### src/rtl/rr_arbiter8_pkg.sv
// Shared constants and state encoding for the 8-way round-robin arbiter.
package rr_arbiter8_pkg;

    localparam int unsigned NUM_REQ = 8;
    localparam int unsigned IDX_W   = 3;

    typedef enum logic [1:0] {
        StIdle = 2'd0,
        StBusy = 2'd1,
        StGap  = 2'd2
    } state_e;

endpackage

### src/rtl/rr_arbiter8_dec.sv
// 3-to-8 decoder: turns a requester index into a one-hot lane enable.
module rr_arbiter8_dec
    import rr_arbiter8_pkg::*;
(
    input  logic [IDX_W-1:0]   idx,
    output logic [NUM_REQ-1:0] onehot
);

    // Exactly one output bit set for every index value.
    always_comb begin
        onehot      = '0;
        onehot[idx] = 1'b1;
    end

endmodule

### src/rtl/rr_arbiter8.sv
// Round-robin arbiter for one resource shared by 8 requesters. Registered one-hot
// grant, one idle cycle between owners, optional hold timeout against starvation.
module rr_arbiter8
    import rr_arbiter8_pkg::*;
#(
    parameter int unsigned MAX_HOLD = 16,
    parameter int unsigned CNT_W    = 5
) (
    input  logic               clk,
    input  logic               rst_n,
    input  logic [NUM_REQ-1:0] req,
    input  logic [NUM_REQ-1:0] req_mask,
    output logic [NUM_REQ-1:0] gnt,
    output logic [IDX_W-1:0]   gnt_id,
    output logic               gnt_valid,
    output logic               timeout_pulse
);

    localparam bit              TimeoutEn = (MAX_HOLD != 0);
    localparam int unsigned     HoldLimI  = (MAX_HOLD == 0) ? 0 : MAX_HOLD - 1;
    localparam logic [CNT_W-1:0] HoldLim  = HoldLimI[CNT_W-1:0];
    localparam logic [CNT_W-1:0] CntMax   = '1;

    state_e               state_q, state_d;
    logic [IDX_W-1:0]     ptr_q, ptr_d;
    logic [CNT_W-1:0]     cnt_q, cnt_d;
    logic [IDX_W-1:0]     id_q, id_d;
    logic [NUM_REQ-1:0]   gnt_q, gnt_d;
    logic                 valid_q, valid_d;
    logic                 tpulse_q, tpulse_d;

    logic [NUM_REQ-1:0]   elig;
    logic [NUM_REQ-1:0]   others;
    logic [IDX_W-1:0]     next_id;
    logic [NUM_REQ-1:0]   next_onehot;

    // First set bit of e searching upward from p, wrapping 7 -> 0.
    function automatic logic [IDX_W-1:0] rr_pick(input logic [NUM_REQ-1:0] e,
                                                 input logic [IDX_W-1:0]   p);
        logic [IDX_W-1:0] idx;
        logic [IDX_W-1:0] win;
        win = p;
        // Walk from the far end so the nearest hit to p is assigned last.
        for (int i = NUM_REQ - 1; i >= 0; i--) begin
            idx = p + IDX_W'(i);
            if (e[idx]) begin
                win = idx;
            end
        end
        return win;
    endfunction

    // Eligible requesters, and those competing with the current owner.
    always_comb begin
        elig        = req & req_mask;
        others      = elig;
        others[id_q] = 1'b0;
        next_id     = rr_pick(elig, ptr_q);
    end

    rr_arbiter8_dec u_dec (
        .idx    (next_id),
        .onehot (next_onehot)
    );

    // Next-state logic: grant from IDLE, release/preempt from BUSY, one GAP cycle.
    always_comb begin
        state_d  = state_q;
        ptr_d    = ptr_q;
        cnt_d    = cnt_q;
        id_d     = id_q;
        gnt_d    = gnt_q;
        valid_d  = valid_q;
        tpulse_d = 1'b0;

        unique case (state_q)
            StIdle: begin
                if (|elig) begin
                    state_d = StBusy;
                    id_d    = next_id;
                    gnt_d   = next_onehot;
                    valid_d = 1'b1;
                    cnt_d   = '0;
                end
            end
            StBusy: begin
                if (cnt_q != CntMax) begin
                    cnt_d = cnt_q + 1'b1;
                end
                // Release takes priority, so a same-cycle timeout never pulses.
                if (!req[id_q]) begin
                    state_d = StGap;
                    ptr_d   = id_q + 1'b1;
                    gnt_d   = '0;
                    valid_d = 1'b0;
                end else if (TimeoutEn && (cnt_q >= HoldLim) && (|others)) begin
                    state_d  = StGap;
                    ptr_d    = id_q + 1'b1;
                    gnt_d    = '0;
                    valid_d  = 1'b0;
                    tpulse_d = 1'b1;
                end
            end
            StGap: begin
                state_d = StIdle;
            end
            default: begin
                state_d = StIdle;
                gnt_d   = '0;
                valid_d = 1'b0;
            end
        endcase
    end

    // State and registered outputs; reset clears everything immediately.
    always_ff @(posedge clk or negedge rst_n) begin
        if (!rst_n) begin
            state_q  <= StIdle;
            ptr_q    <= '0;
            cnt_q    <= '0;
            id_q     <= '0;
            gnt_q    <= '0;
            valid_q  <= 1'b0;
            tpulse_q <= 1'b0;
        end else begin
            state_q  <= state_d;
            ptr_q    <= ptr_d;
            cnt_q    <= cnt_d;
            id_q     <= id_d;
            gnt_q    <= gnt_d;
            valid_q  <= valid_d;
            tpulse_q <= tpulse_d;
        end
    end

    assign gnt           = gnt_q;
    assign gnt_id        = id_q;
    assign gnt_valid     = valid_q;
    assign timeout_pulse = tpulse_q;

endmodule

### config.mk
export PLATFORM = sky130hd
export DESIGN_NAME = rr_arbiter8
export DESIGN_NICKNAME = d
export VERILOG_FILES = /design/src/rtl/rr_arbiter8_pkg.sv /design/src/rtl/rr_arbiter8_dec.sv /design/src/rtl/rr_arbiter8.sv
export SDC_FILE = /design/constraint.sdc
export NUM_CORES = 1
export LEC_CHECK = 0
export BUFFER_PORTS_ARGS = -buffer_cell sky130_fd_sc_hd__buf_4
export CORE_ASPECT_RATIO = 0.8
export CORE_MARGIN = 1.5
export CORE_UTILIZATION = 58
export CTS_CLUSTER_DIAMETER = 30
export DETAILED_ROUTE_END_ITERATION = 7
export PLACE_DENSITY = 0.8
export SLEW_MARGIN = 20
export SYNTH_ARGS = -nofsm -noshare
export SYNTH_HDL_FRONTEND = slang
export SYNTH_SLANG_ARGS = --single-unit
### constraint.sdc
create_clock -name clk -period 3.3 [get_ports clk]
set_input_delay 0.165 -clock clk [delete_from_list [all_inputs] [get_ports clk]]
set_output_delay 0.165 -clock clk [all_outputs]
set_load 0.01 [all_outputs]
Yosys cells after proc, flatten, opt, wreduce, memory -nomap -nowiden
Index checks and enable logic that the tools add are counted.
- register bits: 23
- bits of input ports: 18
- word-level logic and storage cells: 102
- add/sub/neg operators: 9
- $lt $le $gt $ge: 13
- equality and inequality tests: 7
- muxes and demuxes: 50
- bitwise gates (word level): 4
- reductions and logical operators: 12
- operators with widths (cell ; count):
    3-bit by 4-bit < comparator with 1-bit output (second input constant) ; 10
    3-bit 2-to-1 mux ; 10
    1-bit binary-select mux with 3-bit select ; 9
    8-bit 2-to-1 mux ; 3
    8-bit case mux with 3 select lines ; 1
    1-bit 2-to-1 mux ; 17
    8-bit bitwise AND ; 2
    8-bit OR reduction ; 2
    3-bit adder (second input constant) ; 4
    5-bit 2-to-1 mux ; 2
    5-bit case mux with 2 select lines ; 1
    8-bit inverter ; 1
    3-bit by 1-bit adder with 3-bit output (second input constant) ; 2
    3-bit by 2-bit adder with 3-bit output (second input constant) ; 2
    1-bit demux with 3-bit select ; 2
    3-bit by 1-bit greater-or-equal comparator with 1-bit output (second input constant) ; 2
    2-bit 2-to-1 mux ; 3
    2-bit AND reduction ; 3
    3-bit AND reduction ; 2
    5-bit by 1-bit adder with 5-bit output (second input constant) ; 1
    5-bit by 4-bit greater-or-equal comparator with 1-bit output (second input constant) ; 1
    5-bit inequality test (second input constant) ; 1
    2-bit inequality test (second input constant) ; 2
    2-bit case mux with 2 select lines ; 1
    9 further kinds ; 11

Depth between registers and ports, before layout
- depth in word-level cells: 17
- gate-level depth with buffers: 12
- depth with buffers taken out: 10

Hierarchy
A second synthesis with hierarchy kept.
- cells, all modules: 267
- area total of the unflattened synthesis: 2443.6 um^2
- modules (own cells, without submodules) (module ; times used ; cells each ; area each (um^2) ; seq. area each (um^2)):
    rr_arbiter8 ; 1 ; 259 ; 2378.5 ; 575.6
    rr_arbiter8_dec ; 1 ; 8 ; 65.1 ; 0.0

Worst setup path before layout
OpenSTA, ideal clock, no wires.
- path kind: reg-to-reg
- start point: register ptr_q[1]
- end point: register gnt_q[4], in the netlist gnt[4]
- data arrival time: 2736 ps
- required time: 3179 ps
- path slack: 443 ps
- cell stages (with the launch flop): 11
- path buffers: 1
- cell sequence: dfrtp_1 -> inv_1 -> ha_1 -> buf_2 -> inv_1 -> mux4_2 -> a221oi_1 -> nand4_1 -> o32ai_2 -> nor2_1 -> a22o_1
- cells in the longest elaborated chain, start to end: 17
- ends and longest elaborated chain (item ; line ; source):
    start: declaration ; rr_arbiter8.sv:25 ; logic [IDX_W-1:0] ptr_q, ptr_d;
    start signal: assignment ; rr_arbiter8.sv:127 ; ptr_q <= ptr_d;
    3-bit adder ; rr_arbiter8.sv:45 ; idx = p + IDX_W'(i);
    1-bit binary-select mux with 3-bit select ; rr_arbiter8.sv:46 ; if (e[idx]) begin
    1-bit 2-to-1 mux (not written as such) ; rr_arbiter8.sv:46 ;
    3-bit 2-to-1 mux (7 in a row) ; rr_arbiter8.sv:46 ;
    3-bit 2-to-1 mux * ; rr_arbiter8.sv:46 ;
    3-bit by 4-bit < comparator with 1-bit output (not written as such) or 3-bit by 1-bit greater-or-equal comparator with 1-bit output (tied branches) ; rr_arbiter8_dec.sv:12 ; onehot[idx] = 1'b1;
    1-bit logical AND (not written as such) ; rr_arbiter8_dec.sv:12 ;
    1-bit 2-to-1 mux (not written as such) ; rr_arbiter8_dec.sv:12 ;
    1-bit demux with 3-bit select * ; n/a ;
    8-bit 2-to-1 mux * ; rr_arbiter8.sv:78 ; if (|elig) begin
    8-bit case mux with 3 select lines * ; rr_arbiter8.sv:76 ; unique case (state_q)
    end signal: assignment ; rr_arbiter8.sv:130 ; gnt_q <= gnt_d;
    end: declaration ; rr_arbiter8.sv:28 ; logic [NUM_REQ-1:0] gnt_q, gnt_d;
Mark *: on every way between the ends. The rest lies on a longest branch, timed or not. The select of a mux whose other input is x is not followed.
A chain may end at the register's enable or synchronous reset.

Final worst setup path
- start point: register ptr_q[1]
- end point: register gnt_q[5], in the netlist gnt[5]
The elaborated chain is that of the path after synthesis.

==> impl_metrics.csv <==
group,metric,value,unit
clock_network,root_buffer,"clkbuf_8",
routing,wl_per_cell,16.90,µm
clock_network,ctsHoldBuffers,1,
floorplan,die_h,58.86,µm
layout,antennaDiodeCount,0,
setup_path,crit_arrival,3.20,ns
clock_network,tritoncts,"built",
clock_network,cts_resized,0,
floorplan,rows,20,
timing,hold_violations,0,
routing,initialDrtViolationCount,263,
timing,fin_crit,3.039,ns
synthesis,netlist_instances,259,
setup_path,endpoint_kind,"flip-flop",
global_route,overflow,0,
power_and_ir_drop,ir_drop,573.5,µV
clock_network,path_clk_slew,0.08,ns
timing,max_clock_freq,329.1,MHz
routing,post-route-drc-count,0,
floorplan,fp.dieW,72.83,µm
global_route,antenna_found_initial,0,
timing,skew,0.003239,ns
synthesis,syn_area,0.002262,mm²
synthesis,synth_seq_cells,23,
power_and_ir_drop,power_density,1077,mW/mm²
global_route,grt_max_degree,27,
synthesis,async_flop_share,100.0,%
outcome,status,"finished clean",
synthesis,ys_seq_area_share,25.44,%
setup_path,worstPathCellList,"inv_1, ha_1, inv_1, mux4_2, a221oi_1, nand4_1, o32ai_2, nor2_1, a22o_1",
synthesis,synth_top_area_share,25.44,%
clock_network,clkLatencyLatePin,0.26,ns
global_route,grt_pass1_wl,9604,µm
job,drv_cap,0,
layout,mostFrequentLayoutCells,"buf_4 (37), nand2_1 (36), dfrtp_1 (23), nor2_1 (21), o21ai_0 (15)",
place,placed_area,0.002531,mm²
routing,dr.pass1.iters,5,
setup_path,slowest_delay,0.54,ns
layout,fin_nets,314,
layout,fillers,303,
timing,timing.final.max_slew_violations,0,
timing,tightestPinTransition,0.6933,ns
floorplan,pin_count,31,
synthesis,avgSynthCellArea,8.734,µm²
timing,tns,0,ns
clock_network,cts_buffers,3,
floorplan,core_area,0.003779,mm²
layout,drive_above_1_share,21.11,%
global_route,grt_pass1_vias,2002,
routing,wl,5813,µm
timing,finalSetupViolCount,0,
place,post-dp-hpwl,4506,µm
clock_network,h-tree-depth,1,
place,numPortBuffers,30,
hold_path,min_path_type,"in -> async",
synthesis,ys_warn_count,0,
setup_path,crit_top_cell,"inv_1",
power_and_ir_drop,total_power,2787,µW
layout,postLayoutCoreUtil,68.48,%
setup_path,crit_buf_inv,2,
setup_path,slowest_stage,"mux4_2",
setup_path,critical_path_class,"reg -> reg",
timing,rsz0062_at_grt,"no",
synthesis,synth_top_area_cell,"dfrtp_1",
global_route,grt_usage,29.11,%
setup_path,cp_max_fo,6,
clock_network,cts_sinks,23,
setup_path,critPathTopFamily,"compound AO/OA/AOI/OAI gates",
clock_network,post_cts_buffers,0,
setup_path,worst-endpoint-required,3.46,ns
place,place_congestion,0.9824,
routing,viasPerCell,6.381,
routing,num_vias,2195,
timing,slew_headroom,53.43,%
timing,fin_crit_sh,92.08,%
floorplan,die-area,0.004286,mm²
synthesis,synth_cell_types,62,
power_and_ir_drop,p_leak,0.001139,µW
synthesis,synth-edff-count,0,
synthesis,syn-num-nets,283,
routing,postRouteAntennaNets,0,
clock_network,clockBufferDepth,2,
layout,areaGrowthSynthToFinish,14.38,%
layout,layout.cells.most_common,"buf_4",
synthesis,synth-main-ff-cell,"dfrtp_1",
setup_path,start_kind,"flip-flop",
floorplan,start_util,59.87,%
synthesis,synth_area_leaders,"dfrtp_1 (25%), mux4_2 (7.0%), mux2i_1 (6.2%)",
layout,fin_area,0.002587,mm²
[cells by family (layout without fill, tap and decap cells)]
kind of cell	count (synthesis)	count (layout)	share of synthesized area, %
XOR/XNOR	4	4	1.549
flip-flops	23	23	25.44
multiplexers	26	26	16.98
AO/OA/AOI/OAI	73	73	23.84
AND/OR/NAND/NOR	106	106	23.95
adder cells (fa/ha/maj)	6	6	3.318
buffers and inverters	21	51	4.922
[Yosys cell counts (4+ instances only)]
library cell / instances
o31ai_1: 4
ha_1: 6
nor2_1: 21
nand4_1: 5
mux2i_1: 14
nand2b_1: 4
a22o_1: 4
o21ai_0: 15
mux4_2: 7
o2bb2ai_1: 5
inv_1: 8
nand2_1: 36
and2_1: 7
clkbuf_1: 6
nand3_1: 6
nor3_1: 6
dfrtp_1: 23
a21oi_1: 13
[area by class of cell]
| cell class | instances | area (µm²) | area share, % |
|---|---|---|---|
| Timing Repair Buffer | 38 | 287.8 | 11.12 |
| Multi-Input combinational cell | 215 | 1575 | 60.88 |
| Clock buffer | 3 | 41.29 | 1.596 |
| Tap cell | 55 | 68.82 | 2.660 |
| Clock inverter | 1 | 5.005 | 0.1934 |
| Sequential cell | 23 | 575.6 | 22.24 |
| Inverter | 9 | 33.78 | 1.306 |
[per-layer routing]
metal  part of all wire [%]  vias up  routed length (µm)  GRT usage (%)
li1                       -     1038                   -              -
met1                     45     1014                2635          43.14
met2                     43      126                2527          44.43
met3                    8.9       17                 519          4.623
met4                    2.3        0                 131          7.817
met5                      0        -                   0              0
[flip-flops by register name, summed over array words and instances (netlist names)]
signal and count:
cnt_q 5, ptr_q 3, state_q 2, gnt_id 3, gnt_valid 1, gnt 8
timeout_pulse 1
[metrics by stage]
step	cells	setup WS (ns)	hold slack (ns)
after floorplan	259	0.4427	-0.1306
final	344	0.2615	0.3344
after global placement	339	0.5020	0.06922
after global routing	344	0.1369	0.3791
after CTS	344	0.3665	0.3395
after detailed placement	339	0.4037	0.07394
[power breakdown]
group,switching (µW),internal (µW)
clock,88.8,84.2
sequential,150,378
combinational,1170,918
total,1410,1380
[worst paths after layout]
kind | start | end | slack [ns] | depth (start not counted)
max in group asynchronous | rst_n | ptr_q[2] | 2.74 | 2
worst min-delay path | rst_n | gnt_id[0] | 0.33 | 2
min in group clk | req[0] | timeout_pulse | 0.44 | 5
worst max register to register | ptr_q[1] | gnt[5] | 0.26 | 9
worst min register to register | gnt_valid | gnt_valid | 0.48 | 2
worst max-delay path | ptr_q[1] | gnt[5] | 0.26 | 9
Power figures use the tool's default switching activity.
